==> src/rtl/piece_ctrl.sv <==
// Falling-piece position controller: spawn, horizontal/vertical stepping, grounding and lock.
// Optional feature: define SOFT_DROP_EN to let btn_down turn horizontal ticks into vertical steps.
module piece_ctrl #(
  parameter int BOARD_W    = 10,
  parameter int BOARD_H    = 20,
  parameter int SPAWN_X    = 4,
  parameter int LOCK_TICKS = 2
) (
  input  logic       clk,
  input  logic       rst,
  input  logic       vertical_flag,
  input  logic       horizontal_flag,
  input  logic       btn_left,
  input  logic       btn_right,
  input  logic       btn_down,
  input  logic       spawn,
  input  logic       collide_left,
  input  logic       collide_right,
  input  logic       collide_below,
  output logic [3:0] piece_x,
  output logic [4:0] piece_y,
  output logic       active,
  output logic       lock
);

  localparam int         CW      = (LOCK_TICKS < 2) ? 1 : $clog2(LOCK_TICKS + 1);
  localparam logic [3:0] X_MAX   = 4'(BOARD_W - 1);
  localparam logic [4:0] Y_MAX   = 5'(BOARD_H - 1);
  localparam logic [3:0] X_SPAWN = 4'(SPAWN_X);

  typedef enum logic [1:0] {IDLE, FALL, GROUNDED, LOCK} state_t;

  state_t        state;
  logic          pending;
  logic [CW-1:0] lock_cnt;

  logic          in_play;
  logic          step_left;
  logic          step_right;
  logic          drop_req;
  logic          v_req;
  logic          defer_v;
  logic          apply_v;
  logic          can_down;
  logic [CW-1:0] cnt_next;
  logic          lock_due;

`ifdef SOFT_DROP_EN
  assign drop_req = horizontal_flag & btn_down;
`else
  logic unused_btn_down;
  assign unused_btn_down = btn_down;
  assign drop_req        = 1'b0;
`endif

  always_comb begin
    in_play    = (state == FALL) || (state == GROUNDED);
    step_left  = in_play & horizontal_flag & btn_left & ~btn_right &
                 (piece_x != 4'd0) & ~collide_left;
    step_right = in_play & horizontal_flag & btn_right & ~btn_left &
                 (piece_x < X_MAX) & ~collide_right;
    // Any vertical request (fresh or carried over) yields to a horizontal tick
    // and is replayed the following cycle, so requests merge rather than queue.
    v_req      = in_play & (vertical_flag | drop_req | pending);
    defer_v    = v_req & horizontal_flag;
    apply_v    = v_req & ~horizontal_flag;
    can_down   = (piece_y < Y_MAX) & ~collide_below;
    cnt_next   = lock_cnt + 1'b1;
    lock_due   = int'(cnt_next) >= LOCK_TICKS;
  end

  always_ff @(posedge clk or negedge rst) begin
    if (!rst) begin
      state    <= IDLE;
      piece_x  <= X_SPAWN;
      piece_y  <= 5'd0;
      active   <= 1'b0;
      lock     <= 1'b0;
      lock_cnt <= '0;
      pending  <= 1'b0;
    end else begin
      lock <= 1'b0;
      case (state)
        IDLE: begin
          if (spawn) begin
            state    <= FALL;
            piece_x  <= X_SPAWN;
            piece_y  <= 5'd0;
            active   <= 1'b1;
            lock_cnt <= '0;
            pending  <= 1'b0;
          end
        end
        FALL, GROUNDED: begin
          if (step_left)
            piece_x <= piece_x - 4'd1;
          else if (step_right)
            piece_x <= piece_x + 4'd1;
          pending <= defer_v;
          if (apply_v) begin
            if (can_down) begin
              piece_y  <= piece_y + 5'd1;
              state    <= FALL;
              lock_cnt <= '0;
            end else if (state == FALL) begin
              state    <= GROUNDED;
              lock_cnt <= '0;
            end else if (lock_due) begin
              state    <= LOCK;
              lock     <= 1'b1;
              active   <= 1'b0;
              pending  <= 1'b0;
              lock_cnt <= cnt_next;
            end else begin
              lock_cnt <= cnt_next;
            end
          end
        end
        LOCK: begin
          state    <= IDLE;
          lock_cnt <= '0;
          pending  <= 1'b0;
        end
        default: state <= IDLE;
      endcase
    end
  end

endmodule

==> config.mk <==
export PLATFORM = sky130hd
export DESIGN_NAME = piece_ctrl
export DESIGN_NICKNAME = d
export VERILOG_FILES = /design/src/rtl/piece_ctrl.sv
export SDC_FILE = /design/constraint.sdc
export NUM_CORES = 1
export LEC_CHECK = 0
export CAP_MARGIN = 20
export CORE_UTILIZATION = 50
export DETAILED_ROUTE_END_ITERATION = 12
export PLACE_DENSITY = 0.83
export SKIP_CTS_REPAIR_TIMING = 1
export SLEW_MARGIN = 20
export SYNTH_ARGS = -nofsm -noshare
export SYNTH_HDL_FRONTEND = slang
export SYNTH_SLANG_ARGS = --single-unit
==> constraint.sdc <==
create_clock -name clk -period 3.2 [get_ports clk]
set_clock_uncertainty 0.1 [all_clocks]
set_input_delay 0.64 -clock clk [delete_from_list [all_inputs] [get_ports clk]]
set_output_delay 0.64 -clock clk [all_outputs]
set_load 0.02 [all_outputs]
# Yosys cells after proc, flatten, opt, wreduce, memory -nomap -nowiden
# Index checks and enable logic that the tools add are counted.
[word_totals] reg_bits=16 output_inout_bits=11
[classes] addsub=4 n_lt_le_gt_ge=3 eq_ne=11 mux=36 bitwise=20 n_reduce_logical=10
[ops] cell="2-bit two-way mux" n=9
[ops] cell="1-bit two-way mux" n=15
[ops] cell="5-bit two-way mux" n=3
[ops] cell="1-bit AND" n=13
[ops] cell="4-bit two-way mux" n=3
[ops] cell="2-bit != test (second input constant)" n=6
[ops] cell="2-bit case mux with 3 select lines" n=2
[ops] cell="5-bit case mux with 2 select lines" n=1
[ops] cell="4-bit case mux with 2 select lines" n=1
[ops] cell="1-bit inverter" n=6
[ops] cell="3-bit AND reduction" n=2
[ops] cell="6-bit AND reduction" n=1
[ops] cell="5-bit by 1-bit adder with 5-bit output (second input constant)" n=1
[ops] cell="5-bit less-than comparator (second input constant)" n=1
[ops] cell="4-bit by 1-bit adder with 4-bit output (second input constant)" n=1
[ops] cell="2-bit == test (second input constant)" n=2
[ops] cell="4-bit less-than comparator (second input constant)" n=1
[ops] cell="4-bit != test (second input constant)" n=1
[ops] cell="4-bit AND reduction" n=1
[ops] cell="4-bit nonzero test" n=1
[ops] cell="4-bit by 1-bit subtractor with 4-bit output (second input constant)" n=1
[ops] cell="3-bit != test (second input constant)" n=1
[ops] cell="1-bit case mux with 3 select lines" n=1
[ops] cell="2-bit by 1-bit adder with 2-bit output (second input constant)" n=1
[ops] cell="9 further kinds" n=9

# Depth between registers and ports, before layout
# Gate-level depths: netlist (run 1).
[logic_depth] ltp_word=10 ltp_mapped=11 mapped_depth_nobuf=10

# Worst setup path before layout (run 1)
# Ideal clock, no wire load.
[synth_path] kind="register -> register" startpoint="register state[0]" endpoint="register piece_x[3]" arrival_time_ns=2.379 t_required_ns=2.968 setup_slack_ns=0.589 stages_incl_launch_ff=12 path_buffers=1 period_less_slack_ns=2.611 path_cell_list="dfrtp_1 -> inv_1 -> ha_1 -> buf_2 -> nand4b_1 -> or2_2 -> nor2_1 -> ha_1 -> a21oi_1 -> a211o_1 -> a211oi_1 -> o22ai_1"
[synth_via] elab_chain_len=9 elab_cells_between_ends=20 cone_classes="eq/ne: 4; mux: 2; bitwise: 9; reduce/logical: 5"
[synth_lines] element="from (decl)" line="33" rtl="state_t state;"
[synth_lines] element="from (signal assigned)" line="74" rtl="state <= IDLE;"
[synth_lines] element="from (signal assigned)" line="86" rtl="state <= FALL;"
[synth_lines] element="from (signal assigned)" line="103" rtl="state <= FALL;"
[synth_lines] element="2-bit by 1-bit == test with 1-bit output or 2-bit == test (tied branches)" line="57, 83"
[synth_lines] element="1-bit logical OR" line="57" rtl="in_play = (state == FALL) || (state == GROUNDED);"
[synth_lines] element="1-bit AND" line="58, 60"
[synth_lines] element="1-bit AND, on equally long branches (3 in a row)" line="58, 60"
[synth_lines] element="1-bit AND, on equally long branches" line="59, 61"
[synth_lines] element="3-bit != test (no line) or 4-bit two-way mux (tied branches)"
[synth_lines] element="3-bit AND reduction (no line) or 4-bit case mux with 2 select lines (tied branches)"
[synth_lines] element="to (signal assigned)" line="96" rtl="piece_x <= piece_x - 4'd1;"
[synth_lines] element="to (signal assigned)" line="98" rtl="piece_x <= piece_x + 4'd1;"
[synth_lines] element="to (decl)" line="20" rtl="output logic [3:0] piece_x,"
# Several ways; a longest one is shown, not always the timed one.
# A chain may end at the register's enable or synchronous reset.

# Final worst setup path (run 1)
[layout_path] startpoint="input horizontal_flag" endpoint="register piece_x[3]"
[layout_via] elab_chain_len=7 elab_cells_between_ends=13 cone_classes="eq/ne: 1; mux: 2; bitwise: 9; reduce/logical: 1"
[layout_lines] element="from (decl)" line="12" rtl="input logic horizontal_flag,"
[layout_lines] element="1-bit AND *" line="58, 60"
[layout_lines] element="1-bit AND, on equally long branches (3 in a row)" line="58, 60"
[layout_lines] element="1-bit AND, on equally long branches" line="59, 61"
[layout_lines] element="3-bit != test (no line) or 4-bit two-way mux (tied branches)"
[layout_lines] element="3-bit AND reduction (no line) or 4-bit case mux with 2 select lines (tied branches)"
# Mark *: on every way between the ends. The rest lies on a longest branch, timed or not.

==> summary.md, run 1 <==
| Metric | Value |
|---|---|
| Pint | `0.6284 mW` |
| Period minus WS final | `roughly 2.8 ns` |
| CP max FO | `4` |
| Filler Cell Count | `182` |
| Drt initial violations | `14` |
| Area grow syn2layout | `23.92%` |
| Detail Route Antenna Nets | `0` |
| LEAKAGE | `approximately 0.6 nW` |
| Vias per inst | `between 5 and 6` |
| Cell with the most instances after synthesis | `dfrtp_1` |
| R2R depth | `10` |
| Post-Place Cells | `161` |
| Switching Fraction | `approximately 46%` |
| Register area share after synthesis | `between 30% and 40%` |
| RSZ-0062 raised after global routing | `false` |
| Maximum clock insertion buffer count | `2` |
| Status | `finished, final reports clean` |
| EDFF count, synth | `0` |
| Comb pwr share | `58.5%` |
| Dominant synthesized flop cell | `dfrtp_1` |
| Setup TNS | `0 ns` |
| Final Setup Violations | `0` |
| DR WL/cell | `roughly 15 µm` |
| Critical Path RT | `3.27 ns` |
| Vias | `between 900 and 1000` |
| CP Capture Type | `flop` |
| Yosys top cell area share | `about a third` |
| Final Hold Viols | `0` |
| Initial Util | `54.58%` |
| Cell Pwr Density | `855.7 nW/µm²` |
| Num CTS Buffers | `3` |
| Synth area leader | `dfrtp_1` |
| Reg power frac | `about 30%` |
| Hold Crit Class | `flop to flop` |
| Drt pass-1 iters | `5` |
| Setup slack after layout | `~0.42 ns` |
| CTS tree | `yes` |
| Chip Height | `~49 µm` |
| Switch Pwr | `around 0.54 mW` |
| Largest net degree at the start of global routing | `18` |
| Die Wd | `a little under 50 µm` |
| Worst-Skew Late Latency | `about 0.29 ns` |
| Asr flop ratio synth | `100.0%` |
| Max-Cap Viols | `0` |
| Hold path depth | `2` |
| RePlAce Congestion | `0.8637` |
| Synthesized area | `between 1000 and 1500 µm²` |
| Net count after synthesis | `136` |
| Arr. time, crit path | `between 2 and 3 ns` |
| I/O pin total | `22` |
| Hold_ws | `roughly 0.43 ns` |
| Slew HR | `49.58%` |
| Synth top area cells | `dfrtp_1 (34%), ha_1 (9.1%), mux2i_1 (3.6%)` |
| Synth Register Bits | `16` |
| CP Class | `input port to flop` |
| Initial antenna violation count | `0` |
| Finished Layout Cells | `roughly 170` |
| Post-route DRC | `0` |
| Cell Rows | `16` |
| Clk sinks | `16` |
| Top post-synthesis cells by count | `dfrtp_1 (15), ha_1 (8), nand2_1 (8), inv_1 (7), nor2_1 (6)` |
| Clock root cell | `clkbuf_4` |
| Core ar. | `between 2000 and 2500 µm²` |
| Clock slew at reported path FFs | `around 0.10 ns` |
| Pre-CTS WS | `roughly 0.11 ns` |
| Routed WL | `between 2 and 2.5 mm` |
| First-pass GRT wire length | `approximately 4.2 mm` |
| Grt total ovfl | `0` |
| Slew Limit Fails | `0` |
| Dpl hpwl | `1.767 mm` |
| Max IR drop VDD | `roughly 540 µV` |
| Syn avg cell area | `9.513 µm²` |
| Layout cells sized above 1 | `under 10%` |
| Nets | `approximately 160` |
| Clock power frac | `11.7%` |
| Yosys cell types | `45` |
| Yosys warning count | `0` |
| Total track usage | `22.52%` |
| Max Clock Freq | `approximately 0.36 GHz` |
| Antenna cell count | `0` |
| Mapped Cells | `116` |
| Vias in the first global route | `between 900 and 1000` |
| Startpoint types | `input port` |
| Final Cycle Share | `86.76%` |
| # port buffers | `20` |
| Die area | `between 2000 and 2500 µm²` |
| Htree depth | `1` |
| Design Power | `between 1 and 1.5 mW` |
| Worst slew pin tran | `0.7539 ns` |
==> metal layers <==
layer	part of all wire, %	up-vias	GRT usage, %	wire length [µm]
li1	-	484	-	-
met1	45	462	28.46	1096
met2	50	33	38.66	1210
met3	4.2	2	2.804	103
met4	0.62	0	9.314	15
met5	0	-	0	0
==> final cells by class <==
cell class,count,area (µm²),share of cell area [%]
Clock buffer,4,36.28,2.653
Inverter,7,26.28,1.921
Multi-Input combinational cell,90,661.9,48.40
Sequential cell,16,401.6,29.37
Tap cell,27,33.78,2.470
Timing Repair Buffer,21,207.7,15.19
==> worst max-delay path, cell delays in order <==
cell,delay (ns)
clkdlybuf4s50_1,0.51
nand4b_1,0.17
or2_2,0.33
nor2_1,0.23
ha_1,0.22
a21oi_1,0.11
a211o_1,0.30
a211oi_1,0.22
o22ai_1,0.11
==> final timing paths <==
kind / startpoint / end / slack, ns
worst max-delay path: horizontal_flag / piece_x[3] / 0.42
worst min-delay path: pending / pending / 0.43
worst max register to register: state[0] / piece_x[3] / 0.46
worst min register to register: pending / pending / 0.43
max in group asynchronous: rst / state[1] / 1.85
min in group asynchronous: rst / piece_y[4] / 0.69
==> kinds of logic after synthesis <==
logic type	Yosys count	synth area share, %
compound gates	37	24.38
flops	16	36.39
simple gates	36	17.46
buf+inv	10	3.628
fa+ha+maj	9	10.88
xor+xnor	2	1.588
mux	6	5.669
==> layout by cell type, fill, tap and decap left out, types with 3 or more instances in the layout <==
master and count:
o31ai_1 4, o22ai_1 4, ha_1 8, a211o_1 3
inv_1 7, o21ai_0 4, nand2b_1 3, clkbuf_4 3
a21oi_1 4, nor3_1 4, mux2i_1 4, nand3_1 4
dfrtp_1 15, nand2_1 8, nor2_1 6, clkdlybuf4s50_1 20
==> power by group through the flow <==
stage               Combinational [mW]  Clock, mW  Sequential [mW]
global placement                 0.652          0            0.343
finish                           0.684      0.137            0.350
global route                     0.754      0.150            0.361
floorplan                        0.451          0            0.377
CTS                              0.683      0.139            0.348
detailed placement               0.676          0            0.350
==> through the flow <==
| stage | area [µm²] | util, % |
|---|---|---|
| finish | 1368 | 67.64 |
| global route | 1368 | 67.64 |
| CTS | 1368 | 67.64 |
| detailed placement | 1331 | 65.84 |
| global placement | 1331 | 65.84 |
| floorplan | 1104 | - |
==> sequential cells by signal, summed over array words and instances, names as in the netlist <==
register	cells
piece_y	5
lock	1
active	1
state	2
lock_cnt	2
pending	1
piece_x	4
Note: power is estimated with default switching activity, not from simulation.
==> run 2: changes to the inputs <==
CORE_MARGIN = 2   (was unset)
HOLD_SLACK_MARGIN = 0.08   (was unset)
==> run 2 against run 1 <==
Net effect: clock power hardly changed; die area rose by 8.3%; combinational power is 1% lower; critical endpoint unchanged.
==> summary.md, run 2 (synthesis results as in run 1) <==
| Metric | Value |
|---|---|
| Maximum clock insertion buffer count | `2 (unchanged)` |
| Drt initial violations | `27 (+13)` |
| Final Setup Violations | `0 (unchanged)` |
| Critical-path cell list | `clkdlybuf4s50_1 > nand4b_1 > or2_2 > nor2_1 > ha_1 > a21oi_1 > a211o_1 > a211oi_1 > o22ai_1` |
| Antenna cell count | `0 (unchanged)` |
| Biggest register | `piece_y` |
| Hold Crit Class | `flop to flop` |
| Max Clock Freq | `0.3599 GHz (about the same)` |
| Drt pass-1 iters | `5 (unchanged)` |
| Finished Layout Cells | `167 (+1.2%)` |
| Die area | `2599 µm² (+8.3%)` |
| CP max FO | `3 (-1)` |
| Nets | `160 (+0.63%)` |
| Vias per inst | `5.802 (-2.4%)` |
| Max IR drop VDD | `479.5 µV (-12%)` |
| Num CTS Buffers | `3 (unchanged)` |
| Initial Util | `51.37% (-3.2 points)` |
| Clock slew at reported path FFs | `0.10 ns (about the same)` |
| Commonest non-fill, non-tap cell in the layout | `clkdlybuf4s50_1` |
| CP Capture Type | `flop` |
| Status | `finished, final reports clean` |
| # port buffers | `20 (unchanged)` |
| Clock root cell | `clkbuf_4` |
| Max-Cap Viols | `0 (unchanged)` |
| Detail Route Antenna Nets | `0 (unchanged)` |
| LEAKAGE | `0.5905 nW (+0.82%)` |
| Biggest regs | `piece_y x5, piece_x x4` |
| Most frequent cells in the layout | `clkdlybuf4s50_1 (20), dfrtp_1 (15), nand2_1 (8), ha_1 (8), inv_1 (7)` |
| Initial antenna violation count | `0 (unchanged)` |
| First-pass GRT wire length | `3.919 mm (-5.6%)` |
| Worst-Skew Late Latency | `0.28 ns (about the same)` |
| Cell Pwr Density | `840.7 nW/µm² (-1.8%)` |
| Critical Path RT | `3.27 ns (about the same)` |
| Htree depth | `1 (unchanged)` |
| CTS tree | `yes` |
| Setup TNS | `0 ns (unchanged)` |
| Worst path bufs/invs | `1 (unchanged)` |
| Multi-input logic area | `661.9 µm² (unchanged)` |
| Routed WL | `2.316 mm (-4.5%)` |
| Arr. time, crit path | `2.85 ns (about the same)` |
| Cell Rows | `17 (+1)` |
| Final Cycle Share | `86.84% (about the same)` |
| DR WL/cell | `13.87 µm (-5.7%)` |
| Final Hold Viols | `0 (unchanged)` |
| Startpoint types | `input port` |
| Hold_ws | `0.4179 ns (-0.01426 ns)` |
| Max FFs per register | `5 (unchanged)` |
| Largest net degree at the start of global routing | `18 (unchanged)` |
| Grt total ovfl | `0 (unchanged)` |
| Die Wd | `50.98 µm (+4.1%)` |
| Vias in the first global route | `931 (+0.87%)` |
| Vias | `969 (-1.2%)` |
| Period minus WS final | `2.779 ns (+0.002592 ns)` |
| Core ar. | `2148 µm² (+6.2%)` |
| Filler Cell Count | `184 (+1.1%)` |
| Area grow syn2layout | `24.72%` |
| RSZ-0062 raised after global routing | `false` |
| Register Area | `401.6 µm² (unchanged)` |
| CP max stage delay | `0.42 ns (-0.09 ns)` |
| Slew HR | `51.57% (+2.0 points)` |
| Slew Limit Fails | `0 (unchanged)` |
| Layout cells sized above 1 | `9.353% (+0.66 points)` |
| CP Class | `input port to flop` |
| Clk sinks | `16 (unchanged)` |
| I/O pin total | `22 (unchanged)` |
| RePlAce Congestion | `0.8529 (-1.3%)` |
| Crit path max-delay cell type | `clkdlybuf4s50_1` |
| Chip Height | `50.98 µm (+4.1%)` |
| CP top delay family | `simple AND/OR/NAND/NOR gates` |
| Total track usage | `19.83% (-2.7 points)` |
| Post-route DRC | `0 (unchanged)` |
| Post-Place Cells | `163 (+1.2%)` |
| Dpl hpwl | `1.732 mm (-2.0%)` |
| Worst slew pin tran | `0.7241 ns (-0.02976 ns)` |
run 2: report_power, final:
part | leakage, nW | switching [mW] | total (mW) | internal (mW)
clock network | 0.0210 | 0.0656 | 0.135 | 0.0692
registers | 0.206 | 0.0811 | 0.347 | 0.266
logic | 0.364 | 0.382 | 0.675 | 0.293
run 2: worst reg2reg max path, delay by kind of cell, from the launching register on:
kind            cells  cell delay (ns)
fa+ha+maj           2             0.54
flops               1             0.41
buf+inv             1             0.10
simple gates        3             0.74
compound gates      4             0.75
run 2: stage by stage:
| step | setup slack, ns | power [mW] | instance area (µm²) | utilization, % |
|---|---|---|---|---|
| global placement | 0.1836 | 0.9963 | 1340 | 62.38 |
| global route | 0.2315 | 1.258 | 1376 | 64.07 |
| detailed placement | 0.1260 | 1.027 | 1340 | 62.38 |
| finish | 0.4211 | 1.157 | 1376 | 64.07 |
| floorplan | 0.5889 | 0.8279 | 1104 | - |
| CTS | 0.4364 | 1.162 | 1376 | 64.07 |
run 2: layout make-up:
| type | count | share of cell area, % |
|---|---|---|
| flip-flops and latches | 16 | 29.18 |
| inverters | 7 | 1.909 |
| well taps | 28 | 2.545 |
| clock buffers | 4 | 2.636 |
| multi-input cells | 90 | 48.09 |
| repair buffers | 22 | 15.64 |
run 2: worst paths after layout:
check / from / to / slack (ns) / cells past startpoint
max: btn_right / piece_x[3] / 0.42 / 9
min: lock_cnt[1] / lock_cnt[1] / 0.42 / 2
max reg2reg: state[0] / piece_x[3] / 0.44 / 10
min reg2reg: lock_cnt[1] / lock_cnt[1] / 0.42 / 2
max in group asynchronous: rst / piece_x[1] / 1.87 / 1
min in group asynchronous: rst / lock_cnt[1] / 0.68 / 1
run 2: metal layers:
layer  up-vias  GRT usage [%]  routed length [µm]
met5         -              0                   0
met4         0          7.658                  29
met3         4          2.339                 124
met2        35          34.85                1106
met1       448          24.63                1056
li1        482              -                   -
